File: config.mk
export PLATFORM = sky130hd
export DESIGN_NAME = deck_controller
export DESIGN_NICKNAME = d
export VERILOG_FILES = /design/src/rtl/deck_pkg.sv /design/src/rtl/deck_controller_card_home_addr.sv /design/src/rtl/deck_controller.sv
export SDC_FILE = /design/constraint.sdc
export NUM_CORES = 1
export LEC_CHECK = 0
export CORE_ASPECT_RATIO = 1.1
export CORE_MARGIN = 5
export CORE_UTILIZATION = 40
export DETAILED_ROUTE_END_ITERATION = 8
export PLACE_DENSITY = 0.67
export SYNTH_ARGS = -nofsm -noshare
export SYNTH_HDL_FRONTEND = slang
export SYNTH_SLANG_ARGS = --single-unit
File: constraint.sdc
create_clock -name clock -period 7.99 [get_ports clock]
set_clock_uncertainty 0.1 [all_clocks]
set_input_delay 1.598 -clock clock [delete_from_list [all_inputs] [get_ports clock]]
set_output_delay 1.598 -clock clock [all_outputs]
set_load 0.03 [all_outputs]
File: src/rtl/deck_pkg.sv
// Shared constants, state encoding and card/word helpers for the deck controller.
package deck_pkg;

   localparam logic [9:0] NULL_PTR        = 10'h3FF;
   localparam int         DECK_SIZE       = 52;
   localparam int         VALUES_PER_SUIT = 13;

   // Field offsets inside a 16-bit RAM word {next[9:0], suit[1:0], value[3:0]}
   localparam int VALUE_LSB = 0;
   localparam int SUIT_LSB  = 4;
   localparam int NEXT_LSB  = 6;

   typedef enum logic [2:0] {
      ST_EMPTY       = 3'd0,
      ST_BUILD       = 3'd1,
      ST_READY       = 3'd2,
      ST_DEAL_RD     = 3'd3,
      ST_DEAL_CAP    = 3'd4,
      ST_DEAL_OUT    = 3'd5,
      ST_RET_WR_NEW  = 3'd6,
      ST_RET_WR_TAIL = 3'd7
   } state_t;

   // Card index = suit*13 + (value-1); only meaningful for value 1..13.
   function automatic logic [5:0] card_index(input logic [1:0] suit, input logic [3:0] value);
      return ({4'd0, suit} * 6'(VALUES_PER_SUIT)) + {2'd0, value} - 6'd1;
   endfunction

   // Pack a linked-list node word.
   function automatic logic [15:0] make_word(input logic [9:0] next, input logic [1:0] suit,
                                             input logic [3:0] value);
      logic [15:0] w;
      w                   = 16'd0;
      w[NEXT_LSB  +: 10]  = next;
      w[SUIT_LSB  +: 2]   = suit;
      w[VALUE_LSB +: 4]   = value;
      return w;
   endfunction

endpackage

File: src/rtl/deck_controller_card_home_addr.sv
// Maps a card {suit, value} to its deck index and fixed home address in RAM.
module card_home_addr
   import deck_pkg::*;
#(
   parameter int ADDR_W    = 10,
   parameter int BASE_ADDR = 0
) (
   input  logic [1:0]        suit,
   input  logic [3:0]        value,
   output logic [5:0]        index,
   output logic [ADDR_W-1:0] addr,
   output logic              in_range
);

   // Pure combinational mapping; index/addr are don't-care when in_range is low.
   always_comb begin
      in_range = (value >= 4'd1) && (value <= 4'd13);
      index    = card_index(suit, value);
      addr     = ADDR_W'(BASE_ADDR) + ADDR_W'(index);
   end

endmodule

File: src/rtl/deck_controller.sv
// Owns the card RAM and keeps a 52-card deck in it as a singly linked list:
// builds an ordered deck, deals from the head and appends returns at the tail.
module deck_controller
   import deck_pkg::*;
#(
   parameter int ADDR_W    = 10,
   parameter int BASE_ADDR = 0
) (
   input  logic              clock,
   input  logic              resetn,
   input  logic              start,
   input  logic              deal_req,
   input  logic              ret_req,
   input  logic [5:0]        ret_card,
   output logic [7:0]        card_out,
   output logic              deal_valid,
   output logic              deal_empty,
   output logic              ret_err,
   output logic              busy,
   output logic [5:0]        count,
   output logic [ADDR_W-1:0] mem_addr,
   output logic [15:0]       mem_data,
   output logic              mem_wren,
   input  logic [15:0]       mem_q
);

   localparam logic [ADDR_W-1:0] NULL_ADDR  = ADDR_W'(NULL_PTR);
   localparam logic [ADDR_W-1:0] BASE       = ADDR_W'(BASE_ADDR);
   localparam logic [5:0]        FULL_COUNT = 6'(DECK_SIZE);
   localparam logic [5:0]        LAST_INDEX = 6'(DECK_SIZE - 1);

   state_t                state_r, state_s;
   logic [ADDR_W-1:0]     head_r, head_s, tail_r, tail_s;
   logic [1:0]            tsuit_r, tsuit_s;
   logic [3:0]            tval_r, tval_s;
   logic [5:0]            count_r, count_s;
   logic [DECK_SIZE-1:0]  present_r, present_s;
   logic [1:0]            b_suit_r, b_suit_s;
   logic [3:0]            b_value_r, b_value_s;
   logic [5:0]            b_idx_r, b_idx_s;
   logic [5:0]            rcard_r, rcard_s, ridx_r, ridx_s;
   logic [ADDR_W-1:0]     rhome_r, rhome_s;
   logic [15:0]           cap_r, cap_s;
   logic [7:0]            card_r, card_s;
   logic                  dv_r, dv_s, de_r, de_s, re_r, re_s, busy_r, busy_s;
   logic [ADDR_W-1:0]     addr_r, addr_s;
   logic [15:0]           data_r, data_s;
   logic                  wren_r, wren_s;

   logic [1:0]            ch_suit_s;
   logic [3:0]            ch_value_s;
   logic [5:0]            ch_index_s;
   logic [ADDR_W-1:0]     ch_addr_s;
   logic                  ch_in_range_s;
   logic                  ret_ok_s;

   // The home-address mapper serves the build walk while building, the return port otherwise.
   always_comb begin
      if (state_r == ST_BUILD) begin
         ch_suit_s  = b_suit_r;
         ch_value_s = b_value_r;
      end else begin
         ch_suit_s  = ret_card[5:4];
         ch_value_s = ret_card[3:0];
      end
   end

   card_home_addr #(.ADDR_W(ADDR_W), .BASE_ADDR(BASE_ADDR)) u_home (
      .suit     (ch_suit_s),
      .value    (ch_value_s),
      .index    (ch_index_s),
      .addr     (ch_addr_s),
      .in_range (ch_in_range_s)
   );

   // A return is accepted only for a legal value whose card is not already in the deck.
   always_comb begin
      ret_ok_s = ch_in_range_s && !present_r[ch_index_s];
   end

   // Next-state and next-output logic; every register holds unless a branch updates it.
   always_comb begin
      state_s   = state_r;
      head_s    = head_r;
      tail_s    = tail_r;
      tsuit_s   = tsuit_r;
      tval_s    = tval_r;
      count_s   = count_r;
      present_s = present_r;
      b_suit_s  = b_suit_r;
      b_value_s = b_value_r;
      b_idx_s   = b_idx_r;
      rcard_s   = rcard_r;
      ridx_s    = ridx_r;
      rhome_s   = rhome_r;
      cap_s     = cap_r;
      card_s    = card_r;
      dv_s      = 1'b0;
      de_s      = 1'b0;
      re_s      = 1'b0;
      addr_s    = addr_r;
      data_s    = data_r;
      wren_s    = 1'b0;

      if (start) begin
         // Card 0 is loaded into the write registers right away so the walk takes 52 cycles.
         state_s   = ST_BUILD;
         addr_s    = BASE;
         data_s    = make_word(10'(BASE + ADDR_W'(1)), 2'd0, 4'd1);
         wren_s    = 1'b1;
         b_suit_s  = 2'd0;
         b_value_s = 4'd2;
         b_idx_s   = 6'd1;
      end else begin
         case (state_r)
            ST_EMPTY, ST_READY: begin
               if (ret_req) begin
                  if (ret_ok_s) begin
                     rcard_s = ret_card;
                     ridx_s  = ch_index_s;
                     rhome_s = ch_addr_s;
                     addr_s  = ch_addr_s;
                     data_s  = make_word(NULL_PTR, ret_card[5:4], ret_card[3:0]);
                     wren_s  = 1'b1;
                     state_s = ST_RET_WR_NEW;
                  end else begin
                     re_s = 1'b1;
                  end
               end else if (deal_req) begin
                  if (count_r == 6'd0) begin
                     de_s = 1'b1;
                  end else begin
                     addr_s  = head_r;
                     state_s = ST_DEAL_RD;
                  end
               end else begin
                  state_s = state_r;
               end
            end
            ST_BUILD: begin
               if (b_idx_r == FULL_COUNT) begin
                  head_s    = BASE;
                  tail_s    = BASE + ADDR_W'(DECK_SIZE - 1);
                  tsuit_s   = 2'd3;
                  tval_s    = 4'd13;
                  count_s   = FULL_COUNT;
                  present_s = {DECK_SIZE{1'b1}};
                  state_s   = ST_READY;
               end else begin
                  addr_s  = ch_addr_s;
                  data_s  = make_word((b_idx_r == LAST_INDEX) ? NULL_PTR : 10'(ch_addr_s + ADDR_W'(1)),
                                      b_suit_r, b_value_r);
                  wren_s  = 1'b1;
                  b_idx_s = b_idx_r + 6'd1;
                  if (b_value_r == 4'(VALUES_PER_SUIT)) begin
                     b_value_s = 4'd1;
                     b_suit_s  = b_suit_r + 2'd1;
                  end else begin
                     b_value_s = b_value_r + 4'd1;
                  end
               end
            end
            ST_DEAL_RD: begin
               state_s = ST_DEAL_CAP;
            end
            ST_DEAL_CAP: begin
               cap_s   = mem_q;
               card_s  = {2'b00, mem_q[SUIT_LSB +: 2], mem_q[VALUE_LSB +: 4]};
               dv_s    = 1'b1;
               state_s = ST_DEAL_OUT;
            end
            ST_DEAL_OUT: begin
               present_s[card_index(cap_r[SUIT_LSB +: 2], cap_r[VALUE_LSB +: 4])] = 1'b0;
               count_s = count_r - 6'd1;
               if (count_r == 6'd1) begin
                  head_s  = NULL_ADDR;
                  tail_s  = NULL_ADDR;
                  state_s = ST_EMPTY;
               end else begin
                  head_s  = ADDR_W'(cap_r[NEXT_LSB +: 10]);
                  state_s = ST_READY;
               end
            end
            ST_RET_WR_NEW: begin
               if (count_r == 6'd0) begin
                  head_s           = rhome_r;
                  tail_s           = rhome_r;
                  tsuit_s          = rcard_r[5:4];
                  tval_s           = rcard_r[3:0];
                  count_s          = 6'd1;
                  present_s[ridx_r] = 1'b1;
                  state_s          = ST_READY;
               end else begin
                  // Old tail now points at the returned card.
                  addr_s  = tail_r;
                  data_s  = make_word(10'(rhome_r), tsuit_r, tval_r);
                  wren_s  = 1'b1;
                  state_s = ST_RET_WR_TAIL;
               end
            end
            ST_RET_WR_TAIL: begin
               tail_s            = rhome_r;
               tsuit_s           = rcard_r[5:4];
               tval_s            = rcard_r[3:0];
               count_s           = count_r + 6'd1;
               present_s[ridx_r] = 1'b1;
               state_s           = ST_READY;
            end
            default: begin
               state_s = ST_EMPTY;
            end
         endcase
      end

      busy_s = (state_s != ST_EMPTY) && (state_s != ST_READY);
   end

   // State and datapath registers; all outputs come straight from these.
   always_ff @(posedge clock or negedge resetn) begin
      if (!resetn) begin
         state_r   <= ST_EMPTY;
         head_r    <= NULL_ADDR;
         tail_r    <= NULL_ADDR;
         tsuit_r   <= 2'd0;
         tval_r    <= 4'd0;
         count_r   <= 6'd0;
         present_r <= {DECK_SIZE{1'b0}};
         b_suit_r  <= 2'd0;
         b_value_r <= 4'd0;
         b_idx_r   <= 6'd0;
         rcard_r   <= 6'd0;
         ridx_r    <= 6'd0;
         rhome_r   <= {ADDR_W{1'b0}};
         cap_r     <= 16'd0;
         card_r    <= 8'd0;
         dv_r      <= 1'b0;
         de_r      <= 1'b0;
         re_r      <= 1'b0;
         busy_r    <= 1'b0;
         addr_r    <= {ADDR_W{1'b0}};
         data_r    <= 16'd0;
         wren_r    <= 1'b0;
      end else begin
         state_r   <= state_s;
         head_r    <= head_s;
         tail_r    <= tail_s;
         tsuit_r   <= tsuit_s;
         tval_r    <= tval_s;
         count_r   <= count_s;
         present_r <= present_s;
         b_suit_r  <= b_suit_s;
         b_value_r <= b_value_s;
         b_idx_r   <= b_idx_s;
         rcard_r   <= rcard_s;
         ridx_r    <= ridx_s;
         rhome_r   <= rhome_s;
         cap_r     <= cap_s;
         card_r    <= card_s;
         dv_r      <= dv_s;
         de_r      <= de_s;
         re_r      <= re_s;
         busy_r    <= busy_s;
         addr_r    <= addr_s;
         data_r    <= data_s;
         wren_r    <= wren_s;
      end
   end

   assign card_out   = card_r;
   assign deal_valid = dv_r;
   assign deal_empty = de_r;
   assign ret_err    = re_r;
   assign busy       = busy_r;
   assign count      = count_r;
   assign mem_addr   = addr_r;
   assign mem_data   = data_r;
   assign mem_wren   = wren_r;

endmodule

# Word level (Yosys, flattened, before mapping)
# Index checks and enable logic that the tools add are counted.
# Widths: inputs -> output; s select.
[op_classes]
n_addsub = 10
mul = 2
order_cmp = 7
eq_ne = 23
n_mux = 79
bitwise = 4
reduce_logical = 26
[ops]
columns = ["cell", "n"]
rows = [
  ["$pmux 52 s4", 1],
  ["$mux 10", 13],
  ["$mux 52", 2],
  ["$mux 16", 5],
  ["$pmux 10 s3", 2],
  ["$and 52x52->52", 1],
  ["$not 52->52", 1],
  ["$or 52x52->52", 1],
  ["$pmux 16 s3", 1],
  ["$pmux 10 s4", 1],
  ["$mux 6", 5],
  ["$mux 4", 7],
  ["$pmux 6 s4", 1],
  ["$lt 6x7->1 const B", 3],
  ["$mux 3", 7],
  ["$pmux 3 s7", 1],
  ["$mux 1", 19],
  ["$sub 6x1->6 const B", 3],
  ["$mux 2", 8],
  ["$reduce_and 4->1", 4],
  ["$add 6x1->6 const B", 2],
  ["$add 6x4->6", 2],
  ["$demux 1 s6", 2],
  ["$eq 3x3->1 const B", 4],
  ["34 further kinds", 55],
]
[totals]
ff_bits = 164

# Depth between registers and ports, before layout
# Gate-level depths: netlist (run 1).
[depth]
word_depth = 15
mapped_depth = 20
mapped_depth_nobuf = 15

# By module
# Synthesis (run 1) repeated with hierarchy kept, for this count alone.
[unflattened]
hier_cells = 1093
hier_area_um2 = 10012.1
[by_module_without_submodules]
columns = ["module", "instances", "cells_each", "area_per_inst_um2"]
rows = [
  ["deck_controller", 1, 1051, 9655.5],
  ["card_home_addr", 1, 42, 356.6],
]

# Worst setup path after synthesis (run 1)
# Ideal clock, no wire load.
[synth_timing]
path_kind = "input to register"
start = "input port ret_card[5]"
end = "register data_r[10] (netlist: mem_data[10])"
t_arrival_ps = 4979
required_time_ps = 7765
setup_slack_ps = 2787
path_stages = 15
n_path_buf = 2
cell_sequence = "mux2i_1 -> nor2b_1 -> nor2_1 -> ha_1 -> ha_1 -> inv_1 -> fa_1 -> clkbuf_1 -> mux4_2 -> mux2i_1 -> o2111a_1 -> o221ai_2 -> o21ai_2 -> buf_2 -> mux2_2"
[synth_between]
elab_chain_cells = 10
[synth_rtl]
columns = ["item", "line", "text"]
rows = [
  ["start: declaration", "deck_controller.sv:14", "input logic [5:0] ret_card,"],
  ["$mux 2 (*)", "deck_controller.sv:59", "if (state_r == ST_BUILD) begin"],
  ["$mul 2x4->6 (*)", "deck_pkg.sv:26", "return ({4'd0, suit} * 6'(VALUES_PER_SUIT)) + {2'd0, value} - 6'd1;"],
  ["$add 6x4->6 (*)", "deck_pkg.sv:26", ""],
  ["$sub 6x1->6 (*)", "deck_pkg.sv:26", ""],
  ["$bmux 1 s6", "deck_controller.sv:78", "ret_ok_s = ch_in_range_s && !present_r[ch_index_s];"],
  ["$mux 1 (implied by the code)", "deck_controller.sv:78", ""],
  ["$logic_not 1->1", "deck_controller.sv:78", ""],
  ["$logic_and 1x1->1", "deck_controller.sv:78", ""],
  ["$ne 3x3->1 (no source line)", "n/a", ""],
  ["$reduce_and 5->1 (no source line)", "n/a", ""],
  ["end signal: assignment", "deck_controller.sv:264", "data_r <= data_s;"],
  ["end: declaration", "deck_controller.sv:47", "logic [15:0] data_r, data_s;"],
]
# Mark *: on every way between the ends. The rest lies on a longest branch, timed or not. The select of a mux whose other input is x is not followed.
# A chain may end at the register's enable or synchronous reset.

# Worst setup path after layout (run 1)
[layout_timing]
start = "input port ret_card[5]"
end = "register data_r[4] (netlist: mem_data[4])"
[layout_between]
elab_chain_cells = 10
[layout_rtl]
columns = ["item", "line"]
rows = [
  ["$mux 2", "deck_controller.sv:59"],
  ["$mul 2x4->6", "deck_pkg.sv:26"],
  ["$add 6x4->6", "deck_pkg.sv:26"],
  ["$sub 6x1->6", "deck_pkg.sv:26"],
  ["$bmux 1 s6", "deck_controller.sv:78"],
  ["$mux 1 (implied by the code)", "deck_controller.sv:78"],
  ["$logic_not 1->1", "deck_controller.sv:78"],
  ["$logic_and 1x1->1", "deck_controller.sv:78"],
  ["$ne 3x3->1 (no source line)", "n/a"],
  ["$reduce_and 5->1 (no source line)", "n/a"],
]
# Every way passes these cells. The select of a mux whose other input is x is not followed.

==> results of run 1 <==
==> state kept, by name, summed over array words and instances (netlist names), 2 cells and up <==
name and flops:
b_idx_r 6, b_suit_r 2, b_value_r 4, cap_r 16, count 6, head_r 10, mem_addr 10, mem_data 14
present_r 52, rcard_r 6, ridx_r 6, state_r 3, tail_r 7, tsuit_r 2, tval_r 4
==> worst max-delay path, delay by kind of cell <==
kind	cells	cell delay (ps)
AO/OA/AOI/OAI	2	830
multiplexers	3	1030
adder cells (fa/ha/maj)	3	1200
buffers and inverters	3	770
AND/OR/NAND/NOR	4	560
==> routing by layer <==
| metal | vias up | part of all wire | routed length (um) | track usage |
|---|---|---|---|---|
| li1 | 3332 | - | - | - |
| met1 | 3545 | 0.40 | 9690 | 0.255 |
| met2 | 292 | 0.51 | 12300 | 0.348 |
| met3 | 58 | 0.060 | 1440 | 0.0325 |
| met4 | 0 | 0.031 | 760 | 0.0824 |
| met5 | - | 0 | 0 | 0 |
==> layout make-up <==
| type | count | area, um2 |
|---|---|---|
| fillers | 2031 | 11300 |
| inverters | 24 | 90.1 |
| clock inverters | 15 | 130 |
| flip-flops and latches | 153 | 3850 |
| well taps | 290 | 363 |
| multi-input cells | 651 | 4330 |
| repair buffers | 79 | 767 |
| clock buffers | 17 | 425 |
==> through the flow <==
| stage | area, um2 | worst slack [ps] | hold slack (ps) | utilization | std cells |
|---|---|---|---|---|---|
| after floorplan | 8580 | 2790 | 334 | - | 896 |
| after global placement | 9400 | 1940 | 348 | 0.443 | 1197 |
| after detailed placement | 9400 | 1830 | 351 | 0.443 | 1197 |
| after CTS | 9960 | 2270 | 361 | 0.469 | 1229 |
| after global routing | 9960 | 1920 | 377 | 0.469 | 1229 |
| final | 9960 | 2220 | 362 | 0.469 | 1229 |
==> path summary, 6_finish.rpt <==
kind / slack [ps] / cells past startpoint / start / to
setup / recovery: 2220 / 15 / ret_card[5] / mem_data[4]$_DFFE_PN0P_
setup reg to reg: 2490 / 16 / state_r[0]$_DFF_PN0_ / mem_data[4]$_DFFE_PN0P_
hold reg to reg: 360 / 2 / tail_r[5]$_DFFE_PN1P_ / tail_r[5]$_DFFE_PN1P_
hold / removal: 360 / 2 / tail_r[5]$_DFFE_PN1P_ / tail_r[5]$_DFFE_PN1P_
min in group asynchronous: 1190 / 1 / resetn / b_idx_r[5]$_DFFE_PN0P_
max in group asynchronous: 5380 / 2 / resetn / present_r[50]$_DFFE_PN0P_
==> cells in the mapped netlist, drive strengths merged, types with 8 or more instances <==
master / n / area [um2]
a21o: 9 / 67.6
a21oi: 121 / 606
a31oi: 17 / 106
buf: 26 / 173
clkbuf: 42 / 158
dfrtp: 136 / 3400
dfstp: 17 / 447
ha: 20 / 250
inv: 23 / 86.3
mux2: 32 / 360
mux4: 13 / 293
nand2: 80 / 303
nand2b: 8 / 50.1
nand3: 19 / 95.1
nor2: 57 / 214
nor3: 12 / 65.1
o21ai: 98 / 494
or3: 9 / 56.3
xnor2: 13 / 114
xor2: 10 / 87.6
==> kinds of logic after synthesis <==
| family | Yosys count |
|---|---|
| multiplexers | 51 |
| buffers and inverters | 92 |
| other | 1 |
| XOR/XNOR | 23 |
| AO/OA/AOI/OAI | 311 |
| flip-flops | 153 |
| adder cells (fa/ha/maj) | 24 |
| AND/OR/NAND/NOR | 240 |
==> flow_metrics.py, run 1 <==
metrics = {
    "routing": {
        "drt_iter0_markers": 843,
        "drtAntennaViolNets": 0,
        "vias": 7227,
        "dr.pass1.iters": 9,
        "drc": 0,
        "via_per_inst": 5.88,
        "wire_per_inst_um": 19.7,
        "drt_wl_total_mm": 24.2,
    },
    "logic_synthesis": {
        "synth_seq_cells": 153,
        "synthMuxAreaShare": 0.0846,
        "ys_warn_count": 0,
        "yosys.area_share.simple": 0.140,
        "synth_xor_area_frac": 0.0235,
        "synth_cell_type_count": 73,
        "synth_top_family_by_area": "compound AO/OA/AOI/OAI gates",
        "syn_inst": 895,
        "avgSynthCellArea_um2": 9.59,
        "synthAdderAreaFrac": 0.0385,
        "ys_seq_area_frac": 0.449,
        "synth_top_flop_cell": "dfrtp_1",
        "synth_edf_count": 0,
        "synth_async_sr_flop_share": 1.00,
        "synth_compound_area_frac": 0.215,
        "syn-cell-area_um2": 8580,
    },
    "timing": {
        "finalHoldViolCount": 0,
        "post-route-period-util": 0.722,
        "maxSlewHeadroom": 0.328,
        "rsz0062_at_grt": "no",
        "max_freq_mhz": 173,
        "fin_crit_ps": 5770,
        "tns_ps": 0,
        "worstMarginPinSlew_ps": 1000,
        "finalSetupViolCount": 0,
        "drv_slew": 0,
    },
    "layout": {
        "num-nets-final": 977,
        "final_common_cell": "dfrtp_1",
        "drive_gt1_frac": 0.129,
        "mostFrequentLayoutCells": "dfrtp_1 (136), a21oi_1 (121), o21ai_0 (96)",
        "diodes": 0,
        "area_delta_synth_final_pct": 16.1,
    },
    "die": {
        "start_util": 0.404,
        "rows": 56,
        "core_um2": 21200,
        "io_pins": 72,
        "die_w_um": 150,
        "die_h_um": 164,
        "die_area_um2": 24500,
    },
    "clock_network": {
        "clkSlewWorstSetupHoldPaths_ps": 70,
        "cts_root_buffer": "clkbuf_16",
        "cts_sinks": 153,
        "cts_buffers": 17,
        "h-tree-depth": 4,
        "insertion_delay_ps": 440,
        "cts_setup_buffers": 0,
        "cts_buffer_depth": 2,
        "hold_buffers": 0,
        "cts_tree": "built",
        "cts_resized": 0,
    },
    "place": {
        "place.gp.congestion": 0.943,
        "io_buffer_count": 69,
        "hpwl_mm": 17.1,
    },
    "run": {
        "max_cap_viol_count": 0,
    },
    "critical_path": {
        "worst_setup_path_end_kind": "register",
        "critPathSlowestCell": "fa_1",
        "cp-start-kind": "input port",
        "path_class": "in -> reg",
        "crit_required_ps": 8220,
        "path_cells": "clkdlybuf4s50_1 > mux2i_1 > nor2b_1 > nor2_1 > ha_1 > ha_1 > inv_1 > fa_1 > inv_1 > nand3_1 > nand4_1 > mux2i_1 > o221ai_2 > o21ai_2 > mux2_2",
        "cp_max_fo": 14,
        "critPathArrivalTime_ps": 5990,
        "max_stage_delay_ps": 760,
    },
    "global_routing": {
        "grt_pass1_vias": 7013,
        "gr-usage-all-layers": 0.203,
        "grt_pass1_wl_mm": 38.9,
        "grt_max_degree": 105,
        "antenna_found_initial": 0,
        "grt_overflow": 0,
    },
    "status": {
        "status": "completed",
    },
    "worst_hold_path": {
        "hold_class": "reg -> reg",
    },
}
Power of run 1 is left out: the tool's default activity adds up to more than one toggle a clock period on the data nets, which glitch-free logic cannot reach.
==> inputs of run 2 (changes only) <==
--- a/config.mk
+++ b/config.mk
@@ -9,7 +9,7 @@
 export CORE_MARGIN = 5
 export CORE_UTILIZATION = 40
 export DETAILED_ROUTE_END_ITERATION = 8
-export PLACE_DENSITY = 0.67
+export PLACE_DENSITY = 0.69
 export SYNTH_ARGS = -nofsm -noshare
 export SYNTH_HDL_FRONTEND = slang
 export SYNTH_SLANG_ARGS = --single-unit
==> constraint.sdc (replaced) <==
create_clock -name clock -period 5 [get_ports clock]
set_clock_uncertainty 0.1 [all_clocks]
set_input_delay 1 -clock clock [delete_from_list [all_inputs] [get_ports clock]]
set_output_delay 1 -clock clock [all_outputs]
set_load 0.03 [all_outputs]
==> flow_metrics.py, run 2 (synthesis results as in run 1) <==
metrics = {
    "status": {
        "status": "completed",
    },
    "die": {
        "rows": 56,
        "core_um2": 21200,
        "die_w_um": 150,
        "io_pins": 72,
        "die_area_um2": 24500,
        "die_h_um": 164,
        "start_util": 0.404,
    },
    "global_routing": {
        "gr-usage-all-layers": 0.198,
        "grt_pass1_wl_mm": 38.1,
        "grt_pass1_vias": 7031,
        "grt_overflow": 0,
        "grt_max_degree": 100,
        "antenna_found_initial": 0,
    },
    "clock_network": {
        "cts_root_buffer": "clkbuf_16",
        "cts_resized": 0,
        "cts_tree": "built",
        "cts_buffer_depth": 2,
        "cts_buffers": 17,
        "cts_setup_buffers": 0,
        "h-tree-depth": 4,
        "insertion_delay_ps": 430,
        "clkSlewWorstSetupHoldPaths_ps": 60,
        "hold_buffers": 0,
        "cts_sinks": 153,
    },
    "layout": {
        "seq_area_um2": 3850,
        "fillers": 1950,
        "area_delta_synth_final_pct": 19.0,
        "final_common_cell": "dfrtp_1",
        "largest_reg_flops": 52,
        "drive_gt1_frac": 0.148,
        "mostFrequentLayoutCells": "dfrtp_1 (136), a21oi_1 (121), o21ai_0 (96)",
        "multi_input_area_um2": 4340,
        "diodes": 0,
        "regMostFlops": "present_r",
        "num-nets-final": 998,
        "finalNonFillerCells": 1250,
    },
    "place": {
        "place.gp.congestion": 0.976,
        "dp_cells": 1218,
        "io_buffer_count": 69,
        "hpwl_mm": 16.9,
        "post-place-ws_ps": -125,
    },
    "routing": {
        "drt_iter0_markers": 670,
        "via_per_inst": 5.81,
        "dr.pass1.iters": 6,
        "drc": 0,
        "drt_wl_total_mm": 24.0,
        "wire_per_inst_um": 19.2,
        "drtAntennaViolNets": 0,
        "vias": 7268,
    },
    "critical_path": {
        "reg2reg_depth": 15,
        "cp_max_fo": 11,
        "worst_setup_path_end_kind": "register",
        "crit_required_ps": 5210,
        "r2r_slack_ps": 270,
        "crit_path_start": "ret_card[4]",
        "timing.rr.end": "rcard_r[5]$_DFFE_PN0P_",
        "path_class": "in -> reg",
        "r2r-start": "state_r[1]$_DFF_PN0_",
        "critPathArrivalTime_ps": 4980,
        "endpoint": "rcard_r[5]$_DFFE_PN0P_",
        "cp-start-kind": "input port",
    },
    "timing": {
        "tns_ps": 0,
        "worstMarginPinSlew_ps": 1030,
        "max_freq_mhz": 210,
        "fin_crit_ps": 4770,
        "drv_slew": 0,
        "finalHoldViolCount": 0,
        "post-route-period-util": 0.953,
        "maxSlewHeadroom": 0.309,
        "fin_hold_ws_ps": 357,
        "finalWorstSetupSlack_ps": 235,
        "finalSetupViolCount": 0,
        "rsz0062_at_grt": "no",
    },
    "run": {
        "max_cap_viol_count": 0,
    },
    "worst_hold_path": {
        "hold_class": "reg -> reg",
    },
}
run 2: routing by layer:
| layer | global-route usage | routed length, um | vias up |
|---|---|---|---|
| li1 | - | - | 3386 |
| met1 | 0.250 | 9690 | 3542 |
| met2 | 0.335 | 12100 | 281 |
| met3 | 0.0363 | 1370 | 59 |
| met4 | 0.0786 | 776 | 0 |
| met5 | 0 | 0 | - |
run 2: how the worst min path moves through the flow:
stage / from / depth (start not counted) / slack, ps / to
floorplan: tail_r[0]$_DFFE_PN1P_ / 2 / 330 / tail_r[0]$_DFFE_PN1P_
global placement: tail_r[0]$_DFFE_PN1P_ / 2 / 340 / tail_r[0]$_DFFE_PN1P_
detailed placement: tail_r[4]$_DFFE_PN1P_ / 2 / 350 / tail_r[4]$_DFFE_PN1P_
CTS: tail_r[4]$_DFFE_PN1P_ / 2 / 360 / tail_r[4]$_DFFE_PN1P_
global route: tail_r[4]$_DFFE_PN1P_ / 2 / 370 / tail_r[4]$_DFFE_PN1P_
finish: tail_r[4]$_DFFE_PN1P_ / 2 / 360 / tail_r[4]$_DFFE_PN1P_
run 2: critical path, stage by stage:
cell,delay (ps)
clkdlybuf4s50_1,450
mux2i_1,250
nor2b_1,210
nor2_1,90
ha_1,280
ha_1,160
inv_1,60
fa_1,720
inv_1,250
nand3_1,110
nand4_1,90
mux2i_1,330
o221a_2,440
nand2_2,210
mux2_2,310
run 2: cell type report:
type | count | share of cell area
clock buffers | 20 | 0.0447
clock inverters | 12 | 0.0158
inverters | 24 | 0.00882
multi-input cells | 651 | 0.425
flip-flops and latches | 153 | 0.377
well taps | 290 | 0.0355
repair buffers | 100 | 0.0930
run 2: through the flow:
| step | area [um2] | utilization |
|---|---|---|
| after floorplan | 8580 | - |
| after global placement | 9590 | 0.452 |
| after detailed placement | 9590 | 0.452 |
| after CTS | 10200 | 0.481 |
| after global routing | 10200 | 0.481 |
| final | 10200 | 0.481 |
Power of run 2 is left out for the same reason.
==> inputs of run 3 (changes only) <==
--- a/config.mk
+++ b/config.mk
@@ -6,10 +6,10 @@
 export NUM_CORES = 1
 export LEC_CHECK = 0
 export CORE_ASPECT_RATIO = 1.1
-export CORE_MARGIN = 5
-export CORE_UTILIZATION = 40
+export CORE_UTILIZATION = 53
 export DETAILED_ROUTE_END_ITERATION = 8
-export PLACE_DENSITY = 0.69
+export PLACE_DENSITY = 0.85
+export SKIP_LAST_GASP = 1
 export SYNTH_ARGS = -nofsm -noshare
 export SYNTH_HDL_FRONTEND = slang
 export SYNTH_SLANG_ARGS = --single-unit
==> flow_metrics.py, run 3 (synthesis results as in run 1) <==
metrics = {
    "status": {
        "status": "completed",
    },
    "global_routing": {
        "grt_overflow": 0,
        "grt_pass1_vias": 7126,
        "grt_max_degree": 85,
        "antenna_found_initial": 0,
        "gr-usage-all-layers": 0.296,
        "grt_pass1_wl_mm": 37.5,
    },
    "clock_network": {
        "clkSlewWorstSetupHoldPaths_ps": 60,
        "cts_tree": "built",
        "insertion_delay_ps": 440,
        "cts_buffers": 17,
        "cts_setup_buffers": 0,
        "cts_resized": 0,
        "hold_buffers": 0,
        "cts_root_buffer": "clkbuf_16",
        "h-tree-depth": 4,
        "cts_sinks": 153,
        "cts_buffer_depth": 2,
    },
    "timing": {
        "worstMarginPinSlew_ps": 1110,
        "maxSlewHeadroom": 0.257,
        "finalSetupViolCount": 0,
        "tns_ps": 0,
        "post-route-period-util": 0.931,
        "finalHoldViolCount": 0,
        "drv_slew": 0,
        "max_freq_mhz": 215,
        "rsz0062_at_grt": "no",
        "fin_crit_ps": 4650,
    },
    "critical_path": {
        "worst_setup_path_end_kind": "register",
        "r2r-start": "state_r[1]$_DFF_PN0_",
        "path_cells": "clkdlybuf4s50_1 > mux2i_1 > nor2b_1 > nor2_1 > ha_1 > ha_1 > inv_1 > fa_1 > mux4_2 > mux2i_1 > o2111a_1 > o221ai_2 > o21ai_2 > buf_12 > mux2_2",
        "r2r_slack_ps": 420,
        "cp.buffers_inverters": 3,
        "cp_max_fo": 14,
        "crit_path_start": "ret_card[4]",
        "cp_top_family": "adder cells",
        "crit_required_ps": 5230,
        "max_stage_delay_ps": 690,
        "cp-start-kind": "input port",
        "path_class": "in -> reg",
        "critPathSlowestCell": "fa_1",
        "critPathArrivalTime_ps": 4880,
    },
    "routing": {
        "drt_iter0_markers": 854,
        "dr.pass1.iters": 8,
        "via_per_inst": 6.49,
        "vias": 7527,
        "drc": 0,
        "drtAntennaViolNets": 0,
        "wire_per_inst_um": 20.4,
        "drt_wl_total_mm": 23.7,
    },
    "die": {
        "rows": 48,
        "die_w_um": 123,
        "io_pins": 72,
        "die_area_um2": 16700,
        "start_util": 0.545,
        "die_h_um": 135,
        "core_um2": 15700,
    },
    "layout": {
        "mostFrequentLayoutCells": "dfrtp_1 (136), a21oi_1 (121), o21ai_0 (96)",
        "area_delta_synth_final_pct": 17.5,
        "regMostFlops": "present_r",
        "num-nets-final": 997,
        "post-route-util": 0.641,
        "drive_gt1_frac": 0.145,
        "final_common_cell": "dfrtp_1",
        "largest_reg_flops": 52,
        "diodes": 0,
    },
    "place": {
        "io_buffer_count": 69,
        "hpwl_mm": 15.9,
        "place.gp.congestion": 0.927,
    },
    "worst_hold_path": {
        "hold_class": "reg -> reg",
        "hp-start": "tail_r[0]$_DFFE_PN1P_",
    },
    "run": {
        "max_cap_viol_count": 0,
    },
}
[run 3: changes by cell type in the layout (fill, tap and decap cells not counted), sizes merged]
cell      before  now
clkinvlp       0    3
clkinv         6    3
buf           32   31
[run 3: final timing paths]
kind | to | cells past startpoint
worst max-delay path | mem_data[7]$_DFFE_PN0P_ | 15
worst min-delay path | tail_r[0]$_DFFE_PN1P_ | 2
worst max register to register | mem_data[7]$_DFFE_PN0P_ | 15
worst min register to register | tail_r[0]$_DFFE_PN1P_ | 2
max in group asynchronous | head_r[2]$_DFFE_PN1P_ | 2
min in group asynchronous | b_idx_r[5]$_DFFE_PN0P_ | 1
[run 3: layout make-up]
class,count,area [um2]
clock buffers,20,447
multi-input cells,651,4330
flip-flops and latches,153,3850
well taps,200,250
fillers,1228,5660
inverters,24,90.1
repair buffers,99,942
clock inverters,12,165
[run 3: per-stage QoR]
stage                     instances  hold slack, ps  worst slack [ps]  instance area [um2]
after floorplan                 896             334               207                 8580
after global placement         1127             341              57.1                 9470
after detailed placement       1127             345             -28.5                 9470
after CTS                      1159             354               386                10100
after global routing           1159             366               107                10100
final                          1159             357               346                10100
[run 3: tightest hold or removal path: stages (launching register included)]
cell and delay [ps]:
dfstp_2 370, nand2_1 50, nand2_1 40
[run 3: layer usage]
metal,routed length [um],share of wire,up-vias,track usage
met1,9310,0.39,3708,0.373
met3,1720,0.073,88,0.0631
met4,1000,0.042,0,0.159
met2,11600,0.49,367,0.475
li1,-,-,3364,-
met5,0,0,-,0
Power of run 3 is left out for the same reason.
